**config.mk**
```make
export PLATFORM = sky130hd
export DESIGN_NAME = stack_arbiter
export DESIGN_NICKNAME = d
export VERILOG_FILES = /design/src/rtl/stack_pkg.sv /design/src/rtl/rr_picker.sv /design/src/rtl/stack_arbiter.sv
export SDC_FILE = /design/constraint.sdc
export NUM_CORES = 1
export LEC_CHECK = 0
export ABC_AREA = 1
export CAP_MARGIN = 40
export CORE_AREA = 10 10 76 78
export DETAILED_ROUTE_END_ITERATION = 7
export DIE_AREA = 0 0 86 88
export GPL_ROUTABILITY_DRIVEN = 0
export GPL_TIMING_DRIVEN = 0
export PLACE_DENSITY = 0.85
export SETUP_SLACK_MARGIN = 0.3
export SLEW_MARGIN = 10
export SYNTH_ARGS = -nofsm -noshare
export SYNTH_HDL_FRONTEND = slang
export SYNTH_HIERARCHICAL = 1
export SYNTH_SLANG_ARGS = --single-unit
```
**constraint.sdc**
```tcl
create_clock -name clk -period 5.16 [get_ports clk]
set_input_delay 0.516 -clock clk [delete_from_list [all_inputs] [get_ports clk]]
set_output_delay 0.516 -clock clk [all_outputs]
set_load 0.005 [all_outputs]
```
**src/rtl/stack_pkg.sv**
```systemverilog
// Shared types and constants for the stack arbiter and its stack datapath.
// Latency: none (declarations only).
// Backpressure: not applicable.
//
// Contents:
//   state_t      - sequencer states IDLE / ISSUE / RESP
//   DEF_DEPTH    - default stack capacity
//   DEF_WIDTH    - default stack data width
//   count_width  - width needed to hold an occupancy of 0..depth
//   CNT_W        - occupancy width for the default depth
package stack_pkg;

    typedef enum logic [1:0] {
        ST_IDLE  = 2'd0,
        ST_ISSUE = 2'd1,
        ST_RESP  = 2'd2
    } state_t;

    localparam int DEF_DEPTH = 8;
    localparam int DEF_WIDTH = 8;

    // The count has to reach DEPTH itself, hence depth+1 values.
    function automatic int count_width(input int depth);
        return $clog2(depth + 1);
    endfunction

    localparam int CNT_W = count_width(DEF_DEPTH);

endpackage

```
**src/rtl/rr_picker.sv**
```systemverilog
// Combinational round-robin priority encoder.
// Latency: zero cycles (pure combinational).
// Backpressure: none; the caller decides when a pick is consumed.
//
// Ports:
//   req        - request vector, one bit per requester
//   last_grant - index of the previous winner; search starts just above it
//   grant      - one-hot winner (all zero when no request)
//   any_req    - at least one request is present
module rr_picker #(
    parameter int  N  = 4,
    localparam int IW = (N > 1) ? $clog2(N) : 1
) (
    input  logic [N-1:0]  req,
    input  logic [IW-1:0] last_grant,
    output logic [N-1:0]  grant,
    output logic          any_req
);

    logic          found;
    logic [IW-1:0] idx;

    // Walk the N positions starting at last_grant+1 and wrapping; the first
    // active request wins. last_grant itself is visited last.
    always_comb begin
        grant = '0;
        found = 1'b0;
        idx   = '0;
        for (int off = 1; off <= N; off++) begin
            idx = IW'((int'(last_grant) + off) % N);
            if (!found && req[idx]) begin
                grant[idx] = 1'b1;
                found      = 1'b1;
            end
        end
    end

    assign any_req = |req;

endmodule

```
**src/rtl/stack_arbiter.sv**
```systemverilog
// Round-robin arbiter/sequencer sharing one stack between N_REQ requesters.
// Latency: req_ready at T, stack strobe at T+1, rsp_valid at T+2 (one txn per 3 cycles).
// Backpressure: requesters hold req_valid until req_ready; responses are unconditioned pulses.
//
// Ports:
//   clk, reset_n        - clock and asynchronous active-low reset
//   req_valid/pop/data  - per-requester request, op (1=pop) and push data slice
//   req_ready           - one-hot grant pulse
//   rsp_valid/data/err  - one-hot completion pulse, popped value, rejection flag
//   stk_push/pop/data_in, stk_data_out - strobes to / registered data from the stack
//   count, full, empty  - occupancy tracked here; the stack's own flags are unused
module stack_arbiter
    import stack_pkg::*;
#(
    parameter int  N_REQ = 4,
    parameter int  DEPTH = DEF_DEPTH,
    parameter int  WIDTH = DEF_WIDTH,
    localparam int IW    = $clog2(N_REQ),
    localparam int CW    = count_width(DEPTH)
) (
    input  logic                   clk,
    input  logic                   reset_n,
    input  logic [N_REQ-1:0]       req_valid,
    input  logic [N_REQ-1:0]       req_pop,
    input  logic [N_REQ*WIDTH-1:0] req_data,
    output logic [N_REQ-1:0]       req_ready,
    output logic [N_REQ-1:0]       rsp_valid,
    output logic [WIDTH-1:0]       rsp_data,
    output logic                   rsp_err,
    output logic                   stk_push,
    output logic                   stk_pop,
    output logic [WIDTH-1:0]       stk_data_in,
    input  logic [WIDTH-1:0]       stk_data_out,
    output logic [CW-1:0]          count,
    output logic                   full,
    output logic                   empty
);

    localparam logic [CW-1:0] DEPTH_C = CW'(DEPTH);

    state_t            state_q, state_d;
    logic [N_REQ-1:0]  pick;
    logic              pick_any;
    logic [IW-1:0]     pick_idx;
    // The latched winner doubles as the round-robin pointer: both are the
    // index of the most recent grant, so one register serves both roles.
    logic [IW-1:0]     win_idx_q;
    logic              op_pop_q;
    logic [WIDTH-1:0]  op_data_q;
    logic              err_q;
    logic [CW-1:0]     count_q;
    logic              can_push, can_pop, op_ok;

    rr_picker #(.N(N_REQ)) u_picker (
        .req        (req_valid),
        .last_grant (win_idx_q),
        .grant      (pick),
        .any_req    (pick_any)
    );

    always_comb begin
        pick_idx = '0;
        for (int i = 0; i < N_REQ; i++) begin
            if (pick[i]) pick_idx = IW'(i);
        end
    end

    assign can_push = (count_q != DEPTH_C);
    assign can_pop  = (count_q != '0);
    assign op_ok    = op_pop_q ? can_pop : can_push;

    // ---------------------------------------------------------------- FSM
    always_ff @(posedge clk or negedge reset_n) begin
        if (!reset_n) state_q <= ST_IDLE;
        else          state_q <= state_d;
    end

    always_comb begin
        state_d = state_q;
        case (state_q)
            ST_IDLE:  if (pick_any) state_d = ST_ISSUE;
            ST_ISSUE: state_d = ST_RESP;
            ST_RESP:  state_d = ST_IDLE;
            default:  state_d = ST_IDLE;
        endcase
    end

    // Outputs decode registered state only; the IDLE grant is the one place
    // req_valid reaches an output, through the picker.
    always_comb begin
        req_ready   = '0;
        stk_push    = 1'b0;
        stk_pop     = 1'b0;
        stk_data_in = '0;
        rsp_valid   = '0;
        rsp_err     = 1'b0;
        rsp_data    = '0;
        case (state_q)
            ST_IDLE: req_ready = pick;
            ST_ISSUE: begin
                // Rejected ops never strobe the stack.
                stk_push = !op_pop_q && can_push;
                stk_pop  = op_pop_q && can_pop;
                if (!op_pop_q && can_push) stk_data_in = op_data_q;
            end
            ST_RESP: begin
                rsp_valid[win_idx_q] = 1'b1;
                rsp_err              = err_q;
                // The stack registered data_out on the edge ending ISSUE.
                if (op_pop_q && !err_q) rsp_data = stk_data_out;
            end
            default: ;
        endcase
    end

    // ----------------------------------------------------------- datapath
    always_ff @(posedge clk or negedge reset_n) begin
        if (!reset_n) begin
            win_idx_q <= IW'(N_REQ - 1);  // requester 0 searched first
            op_pop_q  <= 1'b0;
            op_data_q <= '0;
            err_q     <= 1'b0;
            count_q   <= '0;
        end else begin
            if (state_q == ST_IDLE && pick_any) begin
                win_idx_q <= pick_idx;
                op_pop_q  <= req_pop[pick_idx];
                op_data_q <= req_data[pick_idx*WIDTH +: WIDTH];
            end
            if (state_q == ST_ISSUE) begin
                err_q <= !op_ok;
                if (op_ok) begin
                    count_q <= op_pop_q ? (count_q - CW'(1)) : (count_q + CW'(1));
                end
            end
        end
    end

    assign count = count_q;
    assign full  = (count_q == DEPTH_C);
    assign empty = (count_q == '0);

endmodule

```
Word level (Yosys, flattened, before mapping) --
Cells that the tools add are included.
Storage, ports and cells: register bits after elaboration 18, input port bits 50, word-level logic and storage cells 98
Operators by class: $add $sub $neg 6, magnitude comparators 11, equality and inequality tests 5, shifts and indexed selects 1, muxes and demuxes 43, bitwise logic cells 3, reduce and logical (&&, ||, !) cells 23
Operator list (number):
- 8-bit two-way mux | 4
- 32-bit by 6-bit variable part select with 8-bit output | 1
- 4-bit two-way mux | 7
- 2-bit by 3-bit less-than comparator with 1-bit output (second input constant) | 6
- 1-bit two-way mux | 18
- 1-bit logical AND | 12
- 4-bit bitwise OR | 3
- 1-bit binary-select mux with 2-bit select | 5
- 1-bit demux with 2-bit select | 5
- 2-bit by 1-bit >= comparator with 1-bit output (second input constant) | 5
- 1-bit logical NOT | 6
- 2-bit two-way mux | 3
- 2-bit by 1-bit adder with 2-bit output (second input constant) | 2
- 2-bit adder (second input constant) | 2
- 4-bit by 1-bit adder with 4-bit output (second input constant) | 1
- 4-bit equality test (second input constant) | 1
- 4-bit logical NOT | 1
- 4-bit != test (second input constant) | 1
- 2-bit case mux with 2 select lines | 1
- 4-bit nonzero test | 1
- 4-bit OR reduction | 1
- 4-bit by 1-bit subtractor with 4-bit output (second input constant) | 1
- 2-bit by 1-bit equality test with 1-bit output (second input constant) | 1
- 2-bit equality test (second input constant) | 1
- 3 further kinds | 3

Depth between registers and ports, before layout --
Gate-level depths: netlist of the first run.
depth after elaboration 18, mapped depth 17, gate-level depth less buffers 16

Modules after synthesis --
The synthesis of the first run kept the hierarchy.
Modules (own cells, without submodules):
- stack_arbiter | instances 1, cells an instance 247, area each 1501.4 µm²
- rr_picker | instances 1, cells an instance 76, area each 427.9 µm²

Least setup slack after synthesis of the first run --
No wires, ideal clock.
path type register to output, start point reg win_idx_q[0], end point out req_ready[3], arrival time 2.103 ns, required time 4.644 ns, path slack 2.541 ns, stages on the path, launching flop included 13, path through dfstp_2 > inv_2 > ha_1 > inv_1 > nand3_2 > nand2_4 > nand2_4 > nor2_4 > nand2_1 > nand3_1 > inv_2 > buf_6 > nor2_1
Between the ends: longest elaborated chain between the ends 14, elaborated cells on any way between the ends 49, those cells by class add/sub: 4; order compare: 8; mux: 24; bitwise: 3; reduce/logical: 10
RTL lines:
- start: declaration | line stack_arbiter.sv:47 | logic [IW-1:0] win_idx_q;
- start signal: assignment | line stack_arbiter.sv:119 | win_idx_q <= IW'(N_REQ - 1);
- start signal: assignment | line stack_arbiter.sv:126 | win_idx_q <= pick_idx;
- parallel branches: the longest is 12 deep, another holds 2-bit by 3-bit less-than comparator with 1-bit output
- 4-bit two-way mux (*) | line rr_picker.sv:31 | if (!found && req[idx]) begin
- named net pick[3] | line stack_arbiter.sv:42 | logic [N_REQ-1:0] pick;
- 4-bit two-way mux (*) | line stack_arbiter.sv:98 | case (state_q)
- end: declaration | line stack_arbiter.sv:26 | output logic [N_REQ-1:0] req_ready,
Mark *: on every way through the listed nets, which the timed path passes. The select of a mux whose other input is x is not followed.

Worst setup path in the final report of the first run --
Ends and elaborated chain as after synthesis.

==> results.yml, run 1 <==
status:
  status: "finished clean"
synth:
  yosysWarnings: 6
  ys_types: 29
  synth_seq_cells: 18
  synth.net_count: 384
  synth_cells: 323
  syn_area_sq_mm: 0.00193
  syn_avg_cell_area_sq_um: 5.97
  seq_area_frac_synth_pct: 23.5
sta:
  worstMarginPinSlew_ns: 0.782
  fin_setup_tns_ns: 0
  period_minus_slack_ns: 3.66
  hold_viol: 0
  setup_viol: 0
  fin_skew_ns: 0.000769
  max_freq_ghz: 0.273
  relSlewSlack_pct: 47.7
  rsz0062_at_grt: "no"
  finalMaxSlewViolations: 0
  fin_crit_sh_pct: 70.9
grt:
  grt_start_max_net_pins: 19
  use_met3_pct: 7.15
  met2_usage_pct: 25.2
  antenna_found_initial: 0
  grtUsageTotal_pct: 15.4
  grt_pass1_vias: 2227
  grt-busiest-layer: "met2"
  grt_pass1_wl_mm: 9.90
  grt_overflow_total: 0
  use_met1_pct: 17.8
power_and_ir_drop:
  pwr-share-comb_pct: 79.5
  p_per_area_mw_per_mm2: 703
  clkPwrFrac_pct: 5.6
  p_leak_nw: 1.51
  p_switching_w: 0.00107
  pwr-share-seq_pct: 14.9
  p_int_w: 0.000953
  swShare_pct: 52.8
  irDropWorstVdd_mv: 0.390
layout:
  regArea_sq_um: 453
  nets: 471
  drive_gt1_share_pct: 8.31
  fin_util_pct: 66.8
  n_antenna_cell: 0
  multi_input_area_sq_mm: 0.00119
  syn_to_final_growth_pct: 48.8
  fillers: 420
worst_setup_path:
  cpPeakStageDelay_ns: 0.70
  crit_arrival_ns: 3.14
  criticalPathCategory: "reg2out"
  slowest_stage: "dfstp_2"
  critPathCaptureType: "primary output"
  path_max_fanout: 15
  crit_required_ns: 4.64
  start_kind: "flop"
  cp_cell_sequence: "inv_2 > ha_1 > inv_1 > nand3_2 > nand2_4 > nand2_4 > nor2_4 > nand2_1 > nand3_1 > inv_2 > buf_6 > nor2_1 > clkdlybuf4s50_1"
clock_tree:
  cts-htree-levels: 1
  clkTransAtPathRegs_ns: 0.06
  clk_path_buf_depth: 2
  post-cts-setup-buffers: 0
  cts_root_buf: "clkbuf_8"
  cts_tree: "done"
  worstSkewPairLatency_ns: 0.25
  cts_made_buffers: 3
  cts_hold_buf: 0
  clock-sinks: 18
  ctsResizeCount: 0
min_path:
  hold_path.class: "reg2reg"
floorplanning:
  pin_count: 83
  initial_core_util_pct: 44.9
  core_sq_mm: 0.00429
  dieHeight_um: 88
  die_area_sq_mm: 0.00757
  num_rows: 24
  die_w_um: 86
routing:
  drt-total-wl_mm: 5.57
  wire_per_inst_um: 12.1
  dr.pass1.iters: 4
  drc: 0
  vias_per_cell: 4.73
  ant_nets: 0
  drtIter0Drc: 68
  vias: 2179
placement:
  dpl.hpwl_mm: 4.61
  numPortBuffers: 82
flow_run:
  cap_violations: 0
layout make-up:
| class | count | area share [%] |
|---|---|---|
| timing repair buffer | 82 | 28.6 |
| inverter | 59 | 7.72 |
| tap | 52 | 2.27 |
| multi-input combinational | 239 | 41.5 |
| buffer | 7 | 2.27 |
| sequential | 18 | 15.8 |
| clock buffer | 4 | 1.92 |
registers in the layout, indices dropped and copies added, names as in the netlist:
signal     cells
err_q          1
op_data_q      8
count          4
win_idx_q      2
op_pop_q       1
state_q        2
layer usage:
metal  vias to the layer above  wire (um)
met2                        73       2480
met4                         0        116
li1                       1143          -
met5                         -          0
met3                        10        601
met1                       953       2370
stage by stage:
stage	area, sq um	hold slack (ns)	std cells	power [W]	setup slack, ns
floorplan	1930	0.220	323	0.00145	2.54
global placement	2820	0.466	457	0.00188	1.87
detailed placement	2820	0.468	457	0.00191	1.79
CTS	2870	0.486	461	0.00203	1.51
global route	2870	0.530	461	0.00230	1.25
finish	2870	0.483	461	0.00202	1.50
path summary, 6_finish.rpt:
check	startpoint	endpoint	slack, ns	cells after the start
worst max-delay path	win_idx_q[0]$_DFFE_PN1P_	req_ready[3]	1.50	13
worst min register to register	op_data_q[3]$_DFFE_PN0P_	op_data_q[3]$_DFFE_PN0P_	0.48	2
max in group asynchronous	reset_n	count[1]$_DFFE_PN0P_	3.95	1
min in group asynchronous	reset_n	op_data_q[2]$_DFFE_PN0P_	0.72	1
worst min-delay path	op_data_q[3]$_DFFE_PN0P_	op_data_q[3]$_DFFE_PN0P_	0.48	2
worst max register to register	win_idx_q[0]$_DFFE_PN1P_	op_data_q[3]$_DFFE_PN0P_	2.30	16
cell families after synthesis:
logic type | after synthesis | share of synthesized area (%)
buffers and inverters | 66 | 14.9
DFF | 18 | 23.5
adders and majority gates | 11 | 7.52
AOI/OAI and AO/OA | 7 | 3.11
xor gates and xnor gates | 2 | 0.908
and+or+nand+nor | 219 | 50.1
cell usage in the layout (no fill, tap or decap):
cell,count
a21oi_1,3
a21oi_4,1
buf_2,2
buf_4,1
buf_6,3
clkbuf_8,5
clkdlybuf4s50_1,82
dfrtp_1,16
dfstp_2,2
fa_1,1
ha_1,10
inv_1,55
inv_2,4
nand2_1,111
nand2_2,3
nand2_4,2
nand3_1,31
nand3_2,3
nand4_1,2
nor2_1,47
nor2_2,2
nor2_4,1
nor3_1,4
nor3b_1,8
o21a_1,1
o21ai_0,1
o21ai_4,1
or2_0,1
or2_2,4
xnor2_1,2
cells in the mapped netlist:
cell type	count	share of area (%)
nand2_1	111	22
inv_1	55	11
nor2_1	47	9.1
nand3_1	31	8.0
dfrtp_1	16	21
ha_1	10	6.5
nor3b_1	8	3.1
inv_2	4	0.78
nor3_1	4	1.0
or2_2	4	1.3
a21oi_1	3	0.78
buf_6	3	1.8
nand2_2	3	0.97
nand3_2	3	1.6
buf_2	2	0.52
dfstp_2	2	2.7
nand2_4	2	1.2
nand4_1	2	0.65
nor2_2	2	0.65
xnor2_1	2	0.91
a21oi_4	1	0.84
buf_4	1	0.39
clkbuf_8	1	0.71
fa_1	1	1.0
nor2_4	1	0.58
o21a_1	1	0.39
o21ai_0	1	0.26
o21ai_4	1	0.84
or2_0	1	0.32
power groups by stage:
| stage | logic [W] | registers [W] | clock network [W] |
|---|---|---|---|
| 6_report | 0.00161 | 0.000301 | 0.000113 |
| 4_1_cts | 0.00162 | 0.000301 | 0.000115 |
| 5_1_grt | 0.00186 | 0.000315 | 0.000122 |
| 3_3_place_gp | 0.00158 | 0.000301 | 0 |
| 2_1_floorplan | 0.00116 | 0.000287 | 0 |
| 3_5_place_dp | 0.00161 | 0.000302 | 0 |
critical path, delay by kind of cell (launching register included):
family,cells,cell delay (ns)
buffers and inverters,5,1.01
AND/OR/NAND/NOR,7,0.82
flip-flops,1,0.70
adder cells (fa/ha/maj),1,0.36
No activity file was read; power rests on OpenSTA's default activity.
==> run 2, diff against run 1 <==
--- a/config.mk
+++ b/config.mk
@@ -7,12 +7,12 @@
 export LEC_CHECK = 0
 export ABC_AREA = 1
 export CAP_MARGIN = 40
-export CORE_AREA = 10 10 76 78
+export CORE_AREA = 10 10 78 80
 export DETAILED_ROUTE_END_ITERATION = 7
-export DIE_AREA = 0 0 86 88
+export DIE_AREA = 0 0 88 90
 export GPL_ROUTABILITY_DRIVEN = 0
 export GPL_TIMING_DRIVEN = 0
-export PLACE_DENSITY = 0.85
+export PLACE_DENSITY = 0.81
 export SETUP_SLACK_MARGIN = 0.3
 export SLEW_MARGIN = 10
 export SYNTH_ARGS = -nofsm -noshare
==> constraint.sdc (replaced) <==
create_clock -name clk -period 3.37 [get_ports clk]
set_input_delay 0.337 -clock clk [delete_from_list [all_inputs] [get_ports clk]]
set_output_delay 0.337 -clock clk [all_outputs]
set_load 0.005 [all_outputs]
==> results.yml, run 2 (synthesized netlist as in run 1, its figures left out) <==
grt:
  grt_pass1_wl_mm: 9.67
  grt_start_max_net_pins: 19
  grt_overflow_total: 0
  grt_pass1_vias: 2087
  antenna_found_initial: 0
  grtUsageTotal_pct: 14.4
worst_setup_path:
  path_max_fanout: 5
  criticalPathCategory: "reg2out"
  crit_buf_inv: 4
  crit_required_ns: 3.03
  start_kind: "flop"
  path_depth: 12
  cp_cell_sequence: "clkinvlp_4 > ha_4 > inv_2 > nand3_4 > nand2_4 > nand2_4 > nor2_4 > nand2_1 > nand3_2 > inv_2 > nor2_1 > clkdlybuf4s50_1"
  critPathTopFamily: "buffers and inverters"
  cpPeakStageDelay_ns: 0.56
  slowest_stage: "dfstp_2"
  critPathCaptureType: "primary output"
  ff2ff_path_depth: 16
  crit_arrival_ns: 2.56
sta:
  period_minus_slack_ns: 2.90
  fin_setup_tns_ns: 0
  fin_skew_ns: 0.00210
  worstMarginPinSlew_ns: 0.758
  hold_viol: 0
  rsz0062_at_grt: "no"
  setup_viol: 0
  max_freq_ghz: 0.345
  fin_crit_sh_pct: 86.0
  relSlewSlack_pct: 49.3
  finalMaxSlewViolations: 0
  holdWs_ns: 0.483
clock_tree:
  worstSkewPairLatency_ns: 0.25
  cts-htree-levels: 1
  cts_tree: "done"
  clkTransAtPathRegs_ns: 0.07
  cts_root_buf: "clkbuf_8"
  clk_path_buf_depth: 2
  cts_made_buffers: 3
  clock-sinks: 18
  cts_hold_buf: 0
power_and_ir_drop:
  irDropWorstVdd_mv: 0.722
  p_per_area_mw_per_mm2: 1090
  power_w: 0.00320
  p_leak_nw: 1.55
placement:
  placed_area_sq_mm: 0.00282
  dpl.hpwl_mm: 4.68
  numPortBuffers: 82
floorplanning:
  pin_count: 83
  num_rows: 25
  initial_core_util_pct: 42.0
  dieHeight_um: 90
  die_area_sq_mm: 0.00792
  die_w_um: 88
  core_sq_mm: 0.00460
status:
  status: "finished clean"
layout:
  n_antenna_cell: 0
  final_cell_mix: "110 x nand2_1, 81 x clkdlybuf4s50_1, 53 x inv_1"
  nets: 474
  fin_area_sq_mm: 0.00295
  drive_gt1_share_pct: 10.4
  largest_reg_flops: 8
  syn_to_final_growth_pct: 52.9
  final_common_cell: "nand2_1"
  regMostFlops: "op_data_q"
flow_run:
  cap_violations: 0
routing:
  wire_per_inst_um: 12.4
  dr.pass1.iters: 4
  drt-total-wl_mm: 5.80
  vias: 2183
  drc: 0
  ant_nets: 0
  vias_per_cell: 4.68
  drtIter0Drc: 52
min_path:
  hold_depth: 2
  hold_path.class: "reg2reg"
run 2: cell count changes in the layout (fill, tap and decap cells not counted), moves of 2 or more:
cell and change:
inv_1 -2, buf_4 +3, nand3_1 -2, nand3_4 +3
run 2: final timing paths:
kind / from / endpoint / slack (ns)
worst max-delay path: win_idx_q[1]$_DFFE_PN1P_ / req_ready[2] / 0.47
worst min-delay path: op_data_q[5]$_DFFE_PN0P_ / op_data_q[5]$_DFFE_PN0P_ / 0.48
worst max register to register: win_idx_q[1]$_DFFE_PN1P_ / op_data_q[5]$_DFFE_PN0P_ / 0.89
worst min register to register: op_data_q[5]$_DFFE_PN0P_ / op_data_q[5]$_DFFE_PN0P_ / 0.48
max in group asynchronous: reset_n / op_data_q[7]$_DFFE_PN0P_ / 2.37
min in group asynchronous: reset_n / count[0]$_DFFE_PN0P_ / 0.53
run 2: routing by layer:
metal | routed length, um | global-route usage, %
met3 | 565 | 5.32
met1 | 2400 | 17.0
met2 | 2740 | 23.8
met4 | 96 | 3.46
met5 | 0 | 0
run 2: tightest hold or removal path: stages, from the launching register on:
cell,delay [ns]
dfrtp_1,0.34
nand2_1,0.05
nand2_1,0.06
run 2: what timing repair did:
action                     in CTS  in global routing
setup endpoints to repair       4                  3
gates resized for setup         3                  7
setup buffers                   3                  0
pin swaps                       0                  2
run 2: where the power goes:
part | internal, W | switching, W
Sequential | 0.000344 | 0.0000840
Combinational | 0.00107 | 0.00153
Clock | 0.000104 | 0.0000704
Total | 0.00152 | 0.00168
run 2: layout make-up:
type	instances	area [sq um]
flip-flops and latches	18	453
plain buffers	7	65.1
inverters	59	225
fillers	432	1650
repair buffers	85	846
clock buffers	4	55.1
well taps	54	67.6
multi-input cells	239	1240
run 2: stage by stage:
stage | util [%] | cells | setup WS [ns]
5_1_grt | 64.1 | 466 | 0.322
3_3_place_gp | 61.3 | 459 | 0.256
4_1_cts | 63.4 | 466 | 0.319
2_1_floorplan | - | 323 | 0.894
6_report | 64.1 | 466 | 0.472
3_5_place_dp | 61.3 | 459 | 0.194
